==> config.mk <==
export PLATFORM = sky130hd
export DESIGN_NAME = alu_sequencer
export DESIGN_NICKNAME = d
export VERILOG_FILES = /design/src/rtl/alu_sequencer.sv
export SDC_FILE = /design/constraint.sdc
export NUM_CORES = 1
export LEC_CHECK = 0
export ABC_AREA = 1
export CELL_PAD_IN_SITES_DETAIL_PLACEMENT = 1
export CELL_PAD_IN_SITES_GLOBAL_PLACEMENT = 2
export CORE_MARGIN = 5
export CORE_UTILIZATION = 23
export DETAILED_ROUTE_END_ITERATION = 10
export GPL_ROUTABILITY_DRIVEN = 0
export MAX_ROUTING_LAYER = met4
export PLACE_DENSITY = 0.82
export SLEW_MARGIN = 20
export SYNTH_ARGS = -nofsm -noshare
export SYNTH_HDL_FRONTEND = slang
export SYNTH_SLANG_ARGS = --single-unit
==> constraint.sdc <==
create_clock -name clk -period 1.8 [get_ports clk]
set_input_delay 0.18 -clock clk [delete_from_list [all_inputs] [get_ports clk]]
set_output_delay 0.18 -clock clk [all_outputs]
set_load 0.03 [all_outputs]
==> src/rtl/alu_sequencer.sv <==
// Moore sequencer driving register-file / accumulator-ALU transfers on a shared data bus.
// state | meaning
// IDLE  | ready for a command
// LOAD  | rs1 onto bus, accumulator loads it
// OP    | rs2 onto bus, accumulator adds it
// WB    | accumulator onto bus, register file captures into rd
// ERR   | unsupported opcode, one-cycle error pulse
module alu_sequencer #(
  parameter int REG_ADDR_W = 5,
  parameter int OP_W       = 4
) (
  input  logic                  clk,
  input  logic                  rst,
  input  logic                  cmd_valid,
  output logic                  cmd_ready,
  input  logic [OP_W-1:0]       cmd_op,
  input  logic [REG_ADDR_W-1:0] cmd_rs1,
  input  logic [REG_ADDR_W-1:0] cmd_rs2,
  input  logic [REG_ADDR_W-1:0] cmd_rd,
  output logic                  reg_rd_en,
  output logic [REG_ADDR_W-1:0] reg_rd_addr,
  output logic                  reg_wr_en,
  output logic [REG_ADDR_W-1:0] reg_wr_addr,
  output logic                  alu_wr,
  output logic                  alu_rd,
  output logic [OP_W-1:0]       alu_op,
  output logic                  done,
  output logic                  err
);

  localparam logic [OP_W-1:0] OP_MOVE = '0;
  localparam logic [OP_W-1:0] OP_ADD  = OP_W'(4'b1000);

  typedef enum logic [2:0] {
    S_IDLE,
    S_LOAD,
    S_OP,
    S_WB,
    S_ERR
  } state_t;

  state_t                  state_q, state_d;
  logic [OP_W-1:0]         op_q;
  logic [REG_ADDR_W-1:0]   rs1_q, rs2_q, rd_q;
  logic                    accept;

  assign accept = (state_q == S_IDLE) && cmd_valid;

  always_ff @(posedge clk) begin
    if (rst) begin
      state_q <= S_IDLE;
      op_q    <= '0;
      rs1_q   <= '0;
      rs2_q   <= '0;
      rd_q    <= '0;
    end else begin
      state_q <= state_d;
      if (accept) begin
        op_q  <= cmd_op;
        rs1_q <= cmd_rs1;
        rs2_q <= cmd_rs2;
        rd_q  <= cmd_rd;
      end
    end
  end

  always_comb begin
    state_d     = state_q;
    cmd_ready   = 1'b0;
    reg_rd_en   = 1'b0;
    reg_rd_addr = '0;
    reg_wr_en   = 1'b0;
    reg_wr_addr = '0;
    alu_wr      = 1'b0;
    alu_rd      = 1'b0;
    alu_op      = OP_MOVE;
    done        = 1'b0;
    err         = 1'b0;
    case (state_q)
      S_IDLE: begin
        cmd_ready = 1'b1;
        if (cmd_valid) begin
          state_d = ((cmd_op == OP_MOVE) || (cmd_op == OP_ADD)) ? S_LOAD : S_ERR;
        end
      end
      S_LOAD: begin
        reg_rd_en   = 1'b1;
        reg_rd_addr = rs1_q;
        alu_wr      = 1'b1;
        alu_op      = OP_MOVE;
        state_d     = (op_q == OP_ADD) ? S_OP : S_WB;
      end
      S_OP: begin
        reg_rd_en   = 1'b1;
        reg_rd_addr = rs2_q;
        alu_wr      = 1'b1;
        alu_op      = OP_ADD;
        state_d     = S_WB;
      end
      S_WB: begin
        alu_rd      = 1'b1;
        // x0 is hardwired zero: the command completes but nothing is written
        reg_wr_en   = (rd_q != '0);
        reg_wr_addr = rd_q;
        done        = 1'b1;
        state_d     = S_IDLE;
      end
      S_ERR: begin
        err     = 1'b1;
        state_d = S_IDLE;
      end
      default: state_d = S_IDLE;
    endcase
  end

endmodule

# Word level (Yosys, flattened, before mapping)

Cells that the tools add are included.

Register bits: 22
Input port bits: 22
Output and inout bits: 21
Logic and storage cells: 30

Eq/ne operators: 7
Multiplexer cells: 12
Reduce and logical (&&, ||, !) cells: 6

Operator list:

| kind               | count |
|---|---|
| $pmux 5 s2         | 1 |
| $pmux 3 s3         | 1 |
| $eq 4x4->1 const B | 2 |
| $eq 3x2->1 const B | 2 |
| $mux 1             | 6 |
| $mux 3             | 2 |
| $mux 5             | 1 |
| $reduce_bool 5->1  | 1 |
| $logic_not 4->1    | 1 |
| $mux 4             | 1 |
| $eq 3x1->1 const B | 1 |
| $eq 3x3->1 const B | 1 |
| $logic_not 3->1    | 1 |
| $ne 2x2->1 const B | 1 |
| $reduce_or 2->1    | 1 |
| $logic_and 1x1->1  | 1 |
| $logic_or 1x1->1   | 1 |

# Depth between registers and ports, before layout

Word-level depth: 5
Gate-level depth with buffers: 7
Mapped depth without buffers: 7

# Worst setup path after synthesis

OpenSTA, ideal clock, no wires.

Path kind: flip-flop to output port
From: register state_q[1]
To: output reg_wr_addr[0]
Data arrival time: 1.638 ns
Data required time: 1.620 ns
Setup slack: -0.018 ns
Stages on the path, launching flop included: 5
Path buffers: 0
Cells stage by stage: dfxtp_1 -> inv_1 -> nor2_1 -> inv_1 -> nor2_1

Longest elaborated chain between the ends: 2

RTL lines:

| item                     | RTL line | source |
|---|---|---|
| start: declaration       | 42       | `state_t state_q, state_d;` |
| start signal: assignment | 57       | `state_q <= state_d;` |
| $eq 3x2->1               | 79       | `case (state_q)` |
| $mux 5                   | 79       |  |
| end: declaration         | 23       | `output logic [REG_ADDR_W-1:0] reg_wr_addr,` |

No other way between the ends.

# Worst setup path in the final report

From: register state_q[2]
To: output reg_rd_addr[2]

Longest elaborated chain between the ends: 2
Elaborated cells between the ends (all ways): 3
Those cells by class: 2 x eq/ne; 1 x mux

RTL lines:

| item                                     | RTL line | source |
|---|---|---|
| $eq 3x2->1 or $eq 3x1->1 (tied branches) | 79       |  |
| $pmux 5 s2 *                             | 79       |  |
| end: declaration                         | 21       | `output logic [REG_ADDR_W-1:0] reg_rd_addr,` |

Every way passes the cells marked *; elsewhere a longest branch is shown, timed or not.

==> flow_summary.yaml <==
global_routing:
  antenna_found_initial: 0
  grt_pass1_vias: 998
  grt_overflow: 0
  grt_pass1_wl_um: 4550
  grt_usage: 0.0952
  grt_max_degree: 40
power:
  combinationalPowerShare: 0.231
  p_seq_frac: 0.466
  ir_drop_mv: 0.210
  swShare: 0.285
  fin_total_pwr_uw: 1180
  intPower_uw: 844
  p_sw_uw: 336
  pwr-share-clk: 0.303
  p_per_area_mw_per_mm2: 769
  p_leak_uw: 0.000791
clock_network:
  numCtsBuffers: 3
  htreeDepth: 1
  post_cts_buffers: 0
  cts.path.max_buffers: 2
  hold_buffers: 0
  path_clk_slew_ns: 0.08
  cts_tree: "done"
  cts_root_buf: "clkbuf_8"
  cts_num_sinks: 22
  worstSkewPairLatency_ns: 0.26
yosys:
  synthesis.area_mm2: 0.00109
  yosys_warnings: 0
  yosys.area.top_type_share: 0.403
  seq_area_frac_synth: 0.403
  synth.avg_cell_area_um2: 6.31
  yosysTopAreaCell: "dfxtp_1"
  synthTopCellsByArea: "dfxtp_1 40%, nor2_1 17%, nand2_1 15%, inv_1 9.6%, buf_4 3.4%"
  ys_ff_latch: 22
  postSynthCellCount: 173
  synth_cell_types: 19
setup_path:
  critical_path_class: "reg -> out"
  cp.required_ns: 1.62
  end_kind: "output pin"
  timing.rr.end: "rd_q[4]"
  worstReg2RegStart: "state_q[0]"
  path_cells: "inv_1, nand2_1, nor2_2, inv_2, o22ai_1, buf_4"
  r2r_slack_ns: 0.63
  cp_max_fo: 7
  slowest_stage: "dfxtp_1"
  reg2reg_depth: 5
  worstPathArrival_ns: 1.44
  cp-startpoint: "state_q[2]"
  start_kind: "flop"
  slowest_delay_ns: 0.33
sta:
  rsz0062_at_grt: "false"
  fmax_mhz: 618
  finalCritPeriodShare: 0.898
  period_needed_ns: 1.62
  fin_tns_setup_ns: 0
  hold_viol_final: 0
  fin_skew_ns: 0.00329
  setup_viol_count_final: 0
  final_max_slew_viol_count: 0
cells_and_area:
  layout_commonest_cell: "nor2_1"
  syn_to_final_growth_pct: 40.5
  drive_above_1_share: 0.134
  fin_nets: 232
  mostFrequentLayoutCells: "47 x nor2_1, 45 x nand2_1, 27 x inv_1"
  num_antenna_cells: 0
detailed_routing:
  drtAntennaViolNets: 0
  wl_per_cell_um: 10.1
  dr_total_vias: 1063
  via_per_inst: 4.04
  drt_iter0_markers: 38
  wirelength_um: 2650
  dr.pass1.iters: 4
  drc_errors: 0
placed_design:
  numPortBuffers: 39
  hpwl_um: 2020
min_path:
  whs_path_depth: 3
  hp-class: "in -> reg"
  min-delay-start: "cmd_rd[2]"
  min_to: "rd_q[2]"
die:
  io_pins: 43
  dieArea_mm2: 0.00623
  start_util: 0.234
  core_mm2: 0.00466
  die_w_um: 78.9
  rows: 25
  die_y_um: 78.9
job:
  drv_cap: 0
run_status:
  status: "finished, final reports clean"
## layout make-up
cell class,count,area (µm²)
timing repair buffer,41,379
tap,54,67.6
clock buffer,4,55.1
sequential,22,442
multi-input combinational,114,487
fill,599,3130
inverter,28,105
## metrics by stage
stage          instance area [µm²]  utilization  hold slack, ns  instances  setup WS [ns]
6_report                      1540        0.329           0.488        263          0.183
5_1_grt                       1540        0.329           0.491        263        0.00607
4_1_cts                       1530        0.329           0.490        263         0.0197
3_5_place_dp                  1480        0.317           0.516        259         0.0945
3_3_place_gp                  1480        0.317           0.508        259          0.124
2_1_floorplan                 1100            -           0.249        175          0.181
## worst max-delay path: cells and delay by family, from the launching register on
kind            cells  cell delay [ns]
buf+inv             3             0.43
compound gates      1             0.16
simple gates        2             0.25
flops               1             0.33
## power by group through the flow
stage	clock, µW	combinational (µW)	sequential [µW]
2_1_floorplan	0	190	558
3_5_place_dp	0	280	562
6_report	357	273	550
5_1_grt	396	317	556
3_3_place_gp	0	280	560
4_1_cts	374	280	550
## synth_stat cells (all sizes together)
master / count
nand4: 1
nor3: 4
inv: 28
dfxtp: 22
nand3b: 1
o21ai: 2
clkbuf: 2
a21oi: 1
nand3: 2
nor2: 49
conb: 1
buf: 9
o22ai: 5
nand2: 46
## sequential cells by signal, indices dropped and copies added (netlist names)
name and cells:
state_q 3, op_q 4, rs2_q 5, rs1_q 5
rd_q 5
## repair_timing
item | CTS | global route
endpoints found under the setup margin | 8 | 9
resized for setup | 5 | 6
pin swaps | 0 | 0
## layer usage
layer  up-vias  wire length (µm)  track usage
met1       463              1210        0.119
met2        24              1280        0.150
met5         -                 0            -
li1        572                 -            -
met3         4               111       0.0147
met4         0                52       0.0464
## kinds of logic (layout without fill, tap and decap cells)
logic type	Yosys count	in the layout	share of synthesized area
AO/OA/AOI/OAI	8	8	0.0424
flip-flops	22	22	0.403
buffers and inverters	39	73	0.167
AND/OR/NAND/NOR	103	103	0.384
other	1	3	0.00343
## worst max-delay path by stage
stage	slack [ns]	end	cells after the start
final	0.18	reg_rd_addr[2]	6
after global routing	0.006	reg_rd_addr[2]	6
after CTS	0.02	err	3
after detailed placement	0.09	reg_wr_en	5
after global placement	0.12	reg_wr_en	5
after floorplan	0.18	reg_wr_addr[0]	4
Power figures use the tool's default switching activity.
